===== config.mk =====
export PLATFORM = sky130hd
export DESIGN_NAME = hi_lo_mult_div
export DESIGN_NICKNAME = d
export VERILOG_FILES = /design/src/rtl/hi_lo_mult_div.sv
export SDC_FILE = /design/constraint.sdc
export NUM_CORES = 1
export LEC_CHECK = 0
export CAP_MARGIN = 20
export CORE_ASPECT_RATIO = 0.6
export CORE_MARGIN = 4
export CORE_UTILIZATION = 25
export DETAILED_ROUTE_END_ITERATION = 7
export PLACE_DENSITY_LB_ADDON = 0.3
export SYNTH_ARGS = -nofsm -noshare
export SYNTH_HDL_FRONTEND = slang
export SYNTH_SLANG_ARGS = --single-unit

===== constraint.sdc =====
create_clock -name clk -period 9.7 [get_ports clk]
set_input_delay 1.94 -clock clk [delete_from_list [all_inputs] [get_ports clk]]
set_output_delay 1.94 -clock clk [all_outputs]
set_load 0.005 [all_outputs]

===== src/rtl/hi_lo_mult_div.sv =====
// Iterative multiply/divide unit owning the HI/LO architectural registers.
// One radix-2 step per cycle in RUN, sign fix-up and HI/LO write in FIX.
module hi_lo_mult_div #(
  parameter int WIDTH = 32,
  parameter int CNT_W = 6
) (
  input  logic             clk,
  input  logic             reset,
  input  logic             start,
  input  logic [1:0]       op,
  input  logic [WIDTH-1:0] rs_data,
  input  logic [WIDTH-1:0] rt_data,
  input  logic             sig_mt_hi,
  input  logic             sig_mt_lo,
  input  logic [WIDTH-1:0] mt_data,
  output logic             busy,
  output logic             done,
  output logic [WIDTH-1:0] hi_reg,
  output logic [WIDTH-1:0] lo_reg
);

  typedef enum logic [1:0] {IDLE, RUN, FIX} state_t;

  state_t               state, state_next;
  logic [1:0]           op_q;
  logic [WIDTH-1:0]     a_mag, b_mag;
  logic                 q_neg, r_neg;
  logic [2*WIDTH-1:0]   acc, acc_step, prod_fix;
  logic [CNT_W-1:0]     cnt;
  logic [WIDTH:0]       shifted, diff;
  logic [WIDTH-1:0]     quo_fix, rem_fix;
  logic                 div_zero, use_sign;

  // Divide-by-zero is run as an unsigned divide with no sign fix, which
  // naturally yields an all-ones quotient and the raw dividend as remainder.
  assign div_zero = op[1] && (rt_data == '0);
  assign use_sign = !op[0] && !div_zero;
  assign busy     = (state != IDLE);

  always_comb begin
    state_next = state;
    case (state)
      IDLE:    if (start) state_next = RUN;
      RUN:     if (cnt == CNT_W'(WIDTH - 1)) state_next = FIX;
      FIX:     state_next = IDLE;
      default: state_next = IDLE;
    endcase
  end

  // Divide keeps the partial remainder in acc's upper half and shifts
  // quotient bits into the lower half; multiply accumulates MSB-first.
  always_comb begin
    shifted = {acc[2*WIDTH-1:WIDTH], a_mag[WIDTH-1]};
    diff    = shifted - {1'b0, b_mag};
    if (op_q[1]) begin
      if (diff[WIDTH]) acc_step = {shifted[WIDTH-1:0], acc[WIDTH-2:0], 1'b0};
      else             acc_step = {diff[WIDTH-1:0],    acc[WIDTH-2:0], 1'b1};
    end else begin
      acc_step = {acc[2*WIDTH-2:0], 1'b0} +
                 (b_mag[WIDTH-1] ? {{WIDTH{1'b0}}, a_mag} : '0);
    end
    prod_fix = q_neg ? -acc : acc;
    quo_fix  = q_neg ? -acc[WIDTH-1:0] : acc[WIDTH-1:0];
    rem_fix  = r_neg ? -acc[2*WIDTH-1:WIDTH] : acc[2*WIDTH-1:WIDTH];
  end

  // NOTE: every register here uses non-blocking assignment so all state
  // updates see the pre-edge values, independent of statement order.
  always_ff @(posedge clk or posedge reset) begin
    if (reset) state <= IDLE;
    else       state <= state_next;
  end

  always_ff @(posedge clk or posedge reset) begin
    if (reset) begin
      op_q   <= '0;
      a_mag  <= '0;
      b_mag  <= '0;
      q_neg  <= 1'b0;
      r_neg  <= 1'b0;
      acc    <= '0;
      cnt    <= '0;
      done   <= 1'b0;
      hi_reg <= '0;
      lo_reg <= '0;
    end else begin
      done <= (state == FIX);
      case (state)
        IDLE: begin
          if (sig_mt_hi) hi_reg <= mt_data;
          if (sig_mt_lo) lo_reg <= mt_data;
          if (start) begin
            op_q  <= op;
            a_mag <= (use_sign && rs_data[WIDTH-1]) ? -rs_data : rs_data;
            b_mag <= (use_sign && rt_data[WIDTH-1]) ? -rt_data : rt_data;
            q_neg <= use_sign && (rs_data[WIDTH-1] ^ rt_data[WIDTH-1]);
            r_neg <= use_sign && rs_data[WIDTH-1];
            acc   <= '0;
            cnt   <= '0;
          end
        end
        RUN: begin
          acc <= acc_step;
          cnt <= cnt + CNT_W'(1);
          if (op_q[1]) a_mag <= {a_mag[WIDTH-2:0], 1'b0};
          else         b_mag <= {b_mag[WIDTH-2:0], 1'b0};
        end
        FIX: begin
          if (op_q[1]) begin
            hi_reg <= rem_fix;
            lo_reg <= quo_fix;
          end else begin
            hi_reg <= prod_fix[2*WIDTH-1:WIDTH];
            lo_reg <= prod_fix[WIDTH-1:0];
          end
        end
        default: ;
      endcase
    end
  end

endmodule


After elaboration in Yosys (flattened, before gate mapping) --
Index checks and enable logic that the tools add are counted.
Word-level totals: input bits 103, logic and storage cells 75, bits in registers 205
Operators by class: eq/ne operators 9, bitwise operators 1, add/sub/neg operators 8, multiplexer cells 27, reductions and logical operators 19
Operators with widths (number):
- 32-bit two-way mux | 13
- 64-bit two-way mux | 4
- 32-bit one-hot mux with 2 select lines | 4
- 32-bit negation | 4
- 64-bit one-hot mux with 2 select lines | 1
- 64-bit by 32-bit adder with 64-bit output | 1
- 64-bit negation | 1
- 33-bit by 32-bit subtractor with 33-bit output | 1
- 32-bit zero test | 1
- 2-bit != test, second input constant | 6
- 6-bit one-hot mux with 2 select lines | 1
- 2-bit AND reduction | 5
- 6-bit by 1-bit adder with 6-bit output, second input constant | 1
- 6-bit by 5-bit == test with 1-bit output, second input constant | 1
- 6-bit two-way mux | 1
- 3-bit AND reduction | 2
- 2-bit nonzero test | 3
- 1-bit logical AND | 5
- 2-bit two-way mux | 2
- 2-bit one-hot mux with 2 select lines | 1
- 2-bit by 1-bit == test with 1-bit output, second input constant | 1
- 2-bit == test, second input constant | 1
- 1-bit zero test | 2
- 2-bit zero test | 1
- 1-bit bitwise XOR | 1

Depth between registers and ports, before layout --
Gate-level depths: netlist (run 1).
depth in word-level cells 8, depth in mapped cells 15

Least setup slack after synthesis (run 1) --
OpenSTA, ideal clock, no wires.
path type input port to flip-flop, from input rt_data[0], to register a_mag[17], buffers on the path 1, arrival 4.311 ns, setup slack 5.312 ns, data required time 9.623 ns, stages 13, path through inv_1 -> ha_1 -> or3b_1 -> or4_4 -> nor3_4 -> nand3_2 -> o21ba_2 -> and2_4 -> buf_6 -> o41ai_2 -> xnor2_1 -> o21ai_1 -> a21oi_1
On the way: word-level cells in the longest chain between the ends 8
Ends and longest elaborated chain:
- start: declaration | RTL line 12 | input logic [WIDTH-1:0] rt_data,
- 32-bit zero test | RTL line 36 | assign div_zero = op[1] && (rt_data == '0);
- 1-bit logical AND | RTL line 36
- 1-bit zero test | RTL line 37 | assign use_sign = !op[0] && !div_zero;
- 1-bit logical AND | RTL line 37
- 1-bit logical AND | RTL line 94 | a_mag <= (use_sign && rs_data[WIDTH-1]) ? -rs_data : rs_data;
- 32-bit two-way mux | RTL line 94
- 32-bit two-way mux | RTL line 92 | if (start) begin
- 32-bit one-hot mux with 2 select lines | RTL line 88 | case (state)
- end signal: assignment | RTL line 94
- end signal: assignment | RTL line 105 | if (op_q[1]) a_mag <= {a_mag[WIDTH-2:0], 1'b0};
- end: declaration | RTL line 26 | logic [WIDTH-1:0] a_mag, b_mag;
No other way between the ends. The select of a mux whose other input is x is not followed. A chain may end at the register's enable or synchronous reset.

Final worst setup path (run 1) --
from input rt_data[0], to register a_mag[13]
Same word-level chain as after synthesis.

==> results of run 1 <==
[where the power goes]
part / switching [uW] / internal (uW) / leakage, uW
clock network: 415 / 593 / 0.000418
logic: 2490 / 1790 / 0.00493
registers: 648 / 1200 / 0.00249
total: 3550 / 3580 / 0.00783
[Yosys cell counts (19+ instances only)]
cell	count	area (um2)
a21o_1	31	233
a21oi_1	215	1080
a22oi_1	20	150
and2_1	46	288
and3_1	23	144
clkbuf_1	120	450
dfrtp_1	204	5100
ha_1	69	863
inv_1	64	240
mux2i_1	19	190
nand2_1	236	886
nand3_1	48	240
nand4_1	29	181
nor2_1	187	702
nor3_1	32	160
o21ai_0	224	1120
o22ai_1	22	138
o31ai_1	45	338
xnor2_1	84	736
xor2_1	102	893
[final cells by class]
class | count | area [um2]
Clock buffer | 30 | 663
Tap cell | 851 | 1060
Multi-Input combinational cell | 1696 | 10500
Sequential cell | 204 | 5100
Timing Repair Buffer | 192 | 1880
Inverter | 64 | 248
Fill cell | 6933 | 45000
Clock inverter | 14 | 190
[worst max-delay path by stage]
stage,start,end,slack [ps],cells past startpoint
after floorplan,reset,a_mag[0],2190,1
after global placement,rt_data[1],a_mag[9],4350,13
after detailed placement,rt_data[0],a_mag[9],4290,13
after CTS,rt_data[0],a_mag[9],4860,13
after global routing,rt_data[1],a_mag[24],4640,13
final,rt_data[0],a_mag[13],4850,13
[worst max-delay path, stage by stage]
cell and delay (ps):
clkdlybuf4s50_1 440, inv_1 90, ha_1 180, or3b_1 390, or4_4 500, nor3_4 310
nand3_2 190, o21ba_2 370, and2_4 290, o41ai_1 110, xor2_1 190, a21oi_1 90
o22a_1 170
[stage by stage]
stage / std cells / worst slack [ps]
2_1_floorplan: 2110 / 2190
5_1_grt: 3051 / 4640
6_report: 3051 / 4850
4_1_cts: 3049 / 4860
3_5_place_dp: 3005 / 4290
3_3_place_gp: 3005 / 4350
[kinds of logic (layout without fill, tap and decap cells)]
kind of cell / count (synthesis) / in the layout / synth area share (%)
compound gates: 720 / 720 / 27.1
simple gates: 700 / 700 / 20.2
buf+inv: 210 / 300 / 4.98
flops: 204 / 204 / 31.1
xor+xnor: 186 / 186 / 9.93
fa+ha+maj: 71 / 71 / 5.51
mux: 19 / 19 / 1.16
[layer usage]
layer	track usage, %	wire length, um
met5	0	0
met4	3.16	1090
met3	4.15	5450
met2	23.3	23800
met1	26.4	31100
==> results.py, run 1 <==
metrics = {
    "run_status": {
        "status": "complete, no violations",
    },
    "timing": {
        "tns_ps": 0,
        "maxSlewHeadroom_pct": 31.5,
        "tightest_slew_ps": 1030,
        "period_minus_slack_ps": 4850,
        "setup_viol": 0,
        "period_share_pct": 50.0,
        "fin_worst_skew_ps": 39.0,
        "slew_violations": 0,
        "timing_hold_violations_final": 0,
        "whs_ps": 479,
        "fmax_mhz": 206,
        "rsz0062_at_grt": "false",
    },
    "clock_tree": {
        "cts_htree_levels": 1,
        "cts-root-buf": "clkbuf_16",
        "cts_inserted_buffers": 24,
        "post_cts_resized": 0,
        "cts_tree": "built",
        "worstSkewPairLatency_ps": 570,
        "path_clk_slew_ps": 60,
        "cts_max_path_buffers": 3,
        "ctsHoldBuffers": 0,
        "cts_setup_buffers": 0,
        "clkSinkCount": 204,
    },
    "finish": {
        "fin_nets": 2356,
        "mostFrequentLayoutCell": "nand2_1",
        "area_growth_syn_to_layout_pct": 19.9,
        "insertedDiodeCount": 0,
        "final_cell_mix": "nand2_1, o21ai_0, a21oi_1",
        "top_register": "acc",
        "post-route-util_pct": 30.4,
        "layout-drive-gt1-share_pct": 4.95,
        "post-route-cell-area_um2": 19700,
        "largest_reg_flops": 64,
    },
    "yosys": {
        "syn-cell-area_um2": 16400,
        "synth_edf_count": 0,
        "ys.flop_type": "dfrtp_1",
        "ys_seq_elements": 204,
        "synth.distinct_cells": 81,
        "yosysWarnings": 0,
        "netlist_instances": 2110,
        "async_flop_share_pct": 100,
        "ys_seq_area_share_pct": 31.1,
        "avgSynthCellArea_um2": 7.78,
        "syn_nets": 2284,
    },
    "hold_path": {
        "hp-start": "hi_reg[26]",
        "whs_path_depth": 2,
        "min_delay_worst_endpoint": "hi_reg[26]",
        "hold_class": "flop to flop",
    },
    "critical_path": {
        "worstRegToRegCells": 14,
        "rrSetupSlack_ps": 5130,
        "critPathKind": "input port to flop",
        "cp-start-kind": "input port",
        "r2r_end": "acc[49]",
        "cp.required_ps": 10130,
        "end_kind": "flop",
        "reg2reg_from": "b_mag[31]",
        "path_max_fanout": 23,
        "crit_arrival_ps": 5280,
    },
    "grt": {
        "grt_use_total_pct": 17.0,
        "grt_max_degree": 90,
        "grt_pass1_wl_um": 93900,
        "grt_antenna_before_repair": 0,
        "grt_pass1_vias": 15400,
        "overflow": 0,
    },
    "die": {
        "core_um2": 64700,
        "ioPinCount": 169,
        "initial_core_util_pct": 25.4,
        "fp.dieW_um": 339,
        "die-height_um": 206,
        "die-area_um2": 69900,
        "row_count": 72,
    },
    "pwr": {
        "total_power_uw": 7130,
        "cellPowerDensity_nw_per_um2": 362,
        "p_leak_uw": 0.00783,
        "irDropWorstVdd_mv": 0.144,
    },
    "detailed_routing": {
        "dr.pass1.iters": 5,
        "via_per_inst": 5.34,
        "wire_per_inst_um": 20.1,
        "drc_errors": 0,
        "drt_iter0_drc": 1494,
        "drt-total-wl_um": 61400,
        "drtAntennaViolNets": 0,
        "vias": 16300,
    },
    "placement": {
        "routabilityCongestion": 0.915,
        "place_hpwl_um": 46800,
        "port_buffers": 168,
        "place_area_um2": 18800,
    },
    "run": {
        "cap_violations": 0,
    },
}
(Power assumes the default switching activity.)
==> run 2: changes to the inputs <==
==> constraint.sdc (replaced) <==
create_clock -name clk -period 4.4 [get_ports clk]
set_input_delay 0.88 -clock clk [delete_from_list [all_inputs] [get_ports clk]]
set_output_delay 0.88 -clock clk [all_outputs]
set_load 0.005 [all_outputs]
==> run 2 against run 1 <==
Net effect:
- power increased by 120%
- worst hold slack got worse by 2.3 ps
- critical path type is now flop to flop
- critical endpoint is now acc[49]
- largest cell class unchanged
- sequential cell count is the same
- non-clock buffer count rose by 55
- clock power rose by 110%
- sequential power increased by 96%
- critical path depth up 1
- highest routed layer unchanged
- register-to-register slack got worse by 4700 ps
- count of clock-buffer cells in the layout grew 5
- routed wire length increased by 0.25%
- sequential share of layout area down 0.49 points
- combinational power is 140% higher
==> results.py, run 2 (synthesized netlist as in run 1, its figures left out) <==
metrics = {
    "critical_path": {
        "path_cells": "and2_1 > ha_1 > fa_1 > a211oi_1 > o21ai_0 > o31a_1 > o31ai_1 > buf_4 > o2bb2ai_1 > o31ai_2 > and2_1 > and4_1 > nor4b_1 > a311o_1",
        "cpMostUsedCell": "and2_1",
        "path_max_fanout": 14,
        "end_kind": "flop",
        "cp-start-kind": "flop",
        "crit_family": "compound AO/OA/AOI/OAI gates",
        "crit_buf_inv": 1,
        "cpPeakStageDelay_ps": 480,
        "cp.required_ps": 4870,
        "critPathKind": "flop to flop",
        "crit_arrival_ps": 4440,
        "crit_slowest_cell": "dfrtp_1",
    },
    "grt": {
        "grt_use_met3_pct": 3.78,
        "grt_pass1_vias": 15600,
        "gr-usage-met2_pct": 23.6,
        "busiest_layer": "met1",
        "grt_pass1_wl_um": 94500,
        "grt_use_total_pct": 17.1,
        "groute.layer.met1.usage_pct": 27.0,
        "overflow": 0,
        "grt_antenna_before_repair": 1,
        "grt_max_degree": 140,
    },
    "timing": {
        "slew_violations": 0,
        "maxSlewHeadroom_pct": 40.6,
        "fin_worst_skew_ps": 39.4,
        "fmax_mhz": 252,
        "tightest_slew_ps": 889,
        "timing_hold_violations_final": 0,
        "period_share_pct": 90.3,
        "period_minus_slack_ps": 3970,
        "tns_ps": 0,
        "setup_viol": 0,
        "rsz0062_at_grt": "false",
    },
    "finish": {
        "top_register": "acc",
        "fin_nets": 2412,
        "mostFrequentLayoutCell": "nand2_1",
        "final_cell_mix": "nand2_1, o21ai_0, a21oi_1",
        "multi_input_area_um2": 10500,
        "post-route-cell-area_um2": 20100,
        "layout-drive-gt1-share_pct": 7.10,
        "final.fill_count": 6908,
        "largest_reg_flops": 64,
        "insertedDiodeCount": 0,
        "area_growth_syn_to_layout_pct": 22.2,
        "seqCellArea_um2": 5100,
    },
    "clock_tree": {
        "ctsHoldBuffers": 0,
        "cts_setup_buffers": 0,
        "post_cts_resized": 0,
        "cts_max_path_buffers": 3,
        "cts_htree_levels": 1,
        "cts-root-buf": "clkbuf_16",
        "cts_inserted_buffers": 25,
        "clkSinkCount": 204,
        "path_clk_slew_ps": 60,
        "cts_tree": "built",
        "worstSkewPairLatency_ps": 580,
    },
    "run_status": {
        "status": "complete, no violations",
    },
    "pwr": {
        "irDropWorstVdd_mv": 0.305,
        "cellPowerDensity_nw_per_um2": 798,
        "switchingPower_uw": 7920,
        "switching_share_pct": 49.4,
        "p_leak_uw": 0.00806,
        "combPwrFrac_pct": 64.2,
        "seqPwrFrac_pct": 22.7,
        "p_clk_share_pct": 13.1,
        "internal-power_uw": 8100,
    },
    "die": {
        "die-height_um": 206,
        "core_um2": 64700,
        "die-area_um2": 69900,
        "ioPinCount": 169,
        "fp.dieW_um": 339,
        "initial_core_util_pct": 25.4,
        "row_count": 72,
    },
    "detailed_routing": {
        "drc_errors": 0,
        "wire_per_inst_um": 19.8,
        "drtAntennaViolNets": 0,
        "drt_iter0_drc": 1487,
        "dr.pass1.iters": 8,
        "vias": 16400,
        "drt-total-wl_um": 61600,
        "via_per_inst": 5.28,
    },
    "run": {
        "cap_violations": 0,
    },
    "placement": {
        "place_area_um2": 19200,
        "routabilityCongestion": 0.948,
        "port_buffers": 168,
        "place_hpwl_um": 47900,
    },
    "hold_path": {
        "hold_class": "flop to flop",
    },
}
-- run 2: changes by cell type in the layout (fill, tap and decap cells not counted), sizes merged --
cell,change
buf,+55
bufinv,-3
clkinvlp,+5
clkinv,-7
clkbuf,+5
-- run 2: worst register-to-register path: cells and delay by family (launching register included) --
family	cells	cell delay [ps]
AOI/OAI and AO/OA	7	1830
adders and majority gates	2	640
buffers and inverters	1	160
DFF	1	480
and+or+nand+nor	4	770
-- run 2: final timing paths --
path	startpoint	to	slack (ps)	depth (start not counted)
max in group asynchronous	reset	a_mag[5]	2720	3
min	lo_reg[19]	lo_reg[19]	480	1
min in group asynchronous	reset	hi_reg[6]	570	2
max reg2reg	b_mag[31]	acc[49]	430	14
max	b_mag[31]	acc[49]	430	14
min reg2reg	lo_reg[19]	lo_reg[19]	480	1
-- run 2: per-layer routing --
layer	vias to the layer above	share of wire, %	routed length, um
met1	7862	52	31800
li1	7806	-	-
met4	0	1.7	1040
met3	70	8.6	5300
met5	-	0	0
met2	671	38	23400
-- run 2: per-stage QoR --
| step | util [%] | hold slack (ps) | power (uW) | instances | setup WS [ps] |
|---|---|---|---|---|---|
| floorplan | - | 449 | 10300 | 2110 | 876 |
| global placement | 29.7 | 465 | 13600 | 3060 | 195 |
| detailed placement | 29.7 | 470 | 13700 | 3060 | 181 |
| CTS | 31.0 | 483 | 15900 | 3104 | 469 |
| global route | 31.0 | 497 | 17300 | 3106 | 166 |
| finish | 31.0 | 477 | 16000 | 3106 | 429 |
-- run 2: layout make-up --
type                            count  share of cell area (%)
Clock inverter                      9                   0.499
Tap cell                          851                    5.31
Inverter                           64                    1.22
Multi-Input combinational cell   1696                    52.5
Sequential cell                   204                    25.4
Clock buffer                       35                    3.51
Timing Repair Buffer              247                    11.5
-- run 2: power groups by stage --
stage	Combinational, uW	Clock (uW)	Sequential, uW
after floorplan	7060	0	3210
after global routing	11400	2230	3730
after global placement	9970	0	3620
final	10300	2100	3630
after CTS	10100	2150	3610
after detailed placement	10100	0	3640
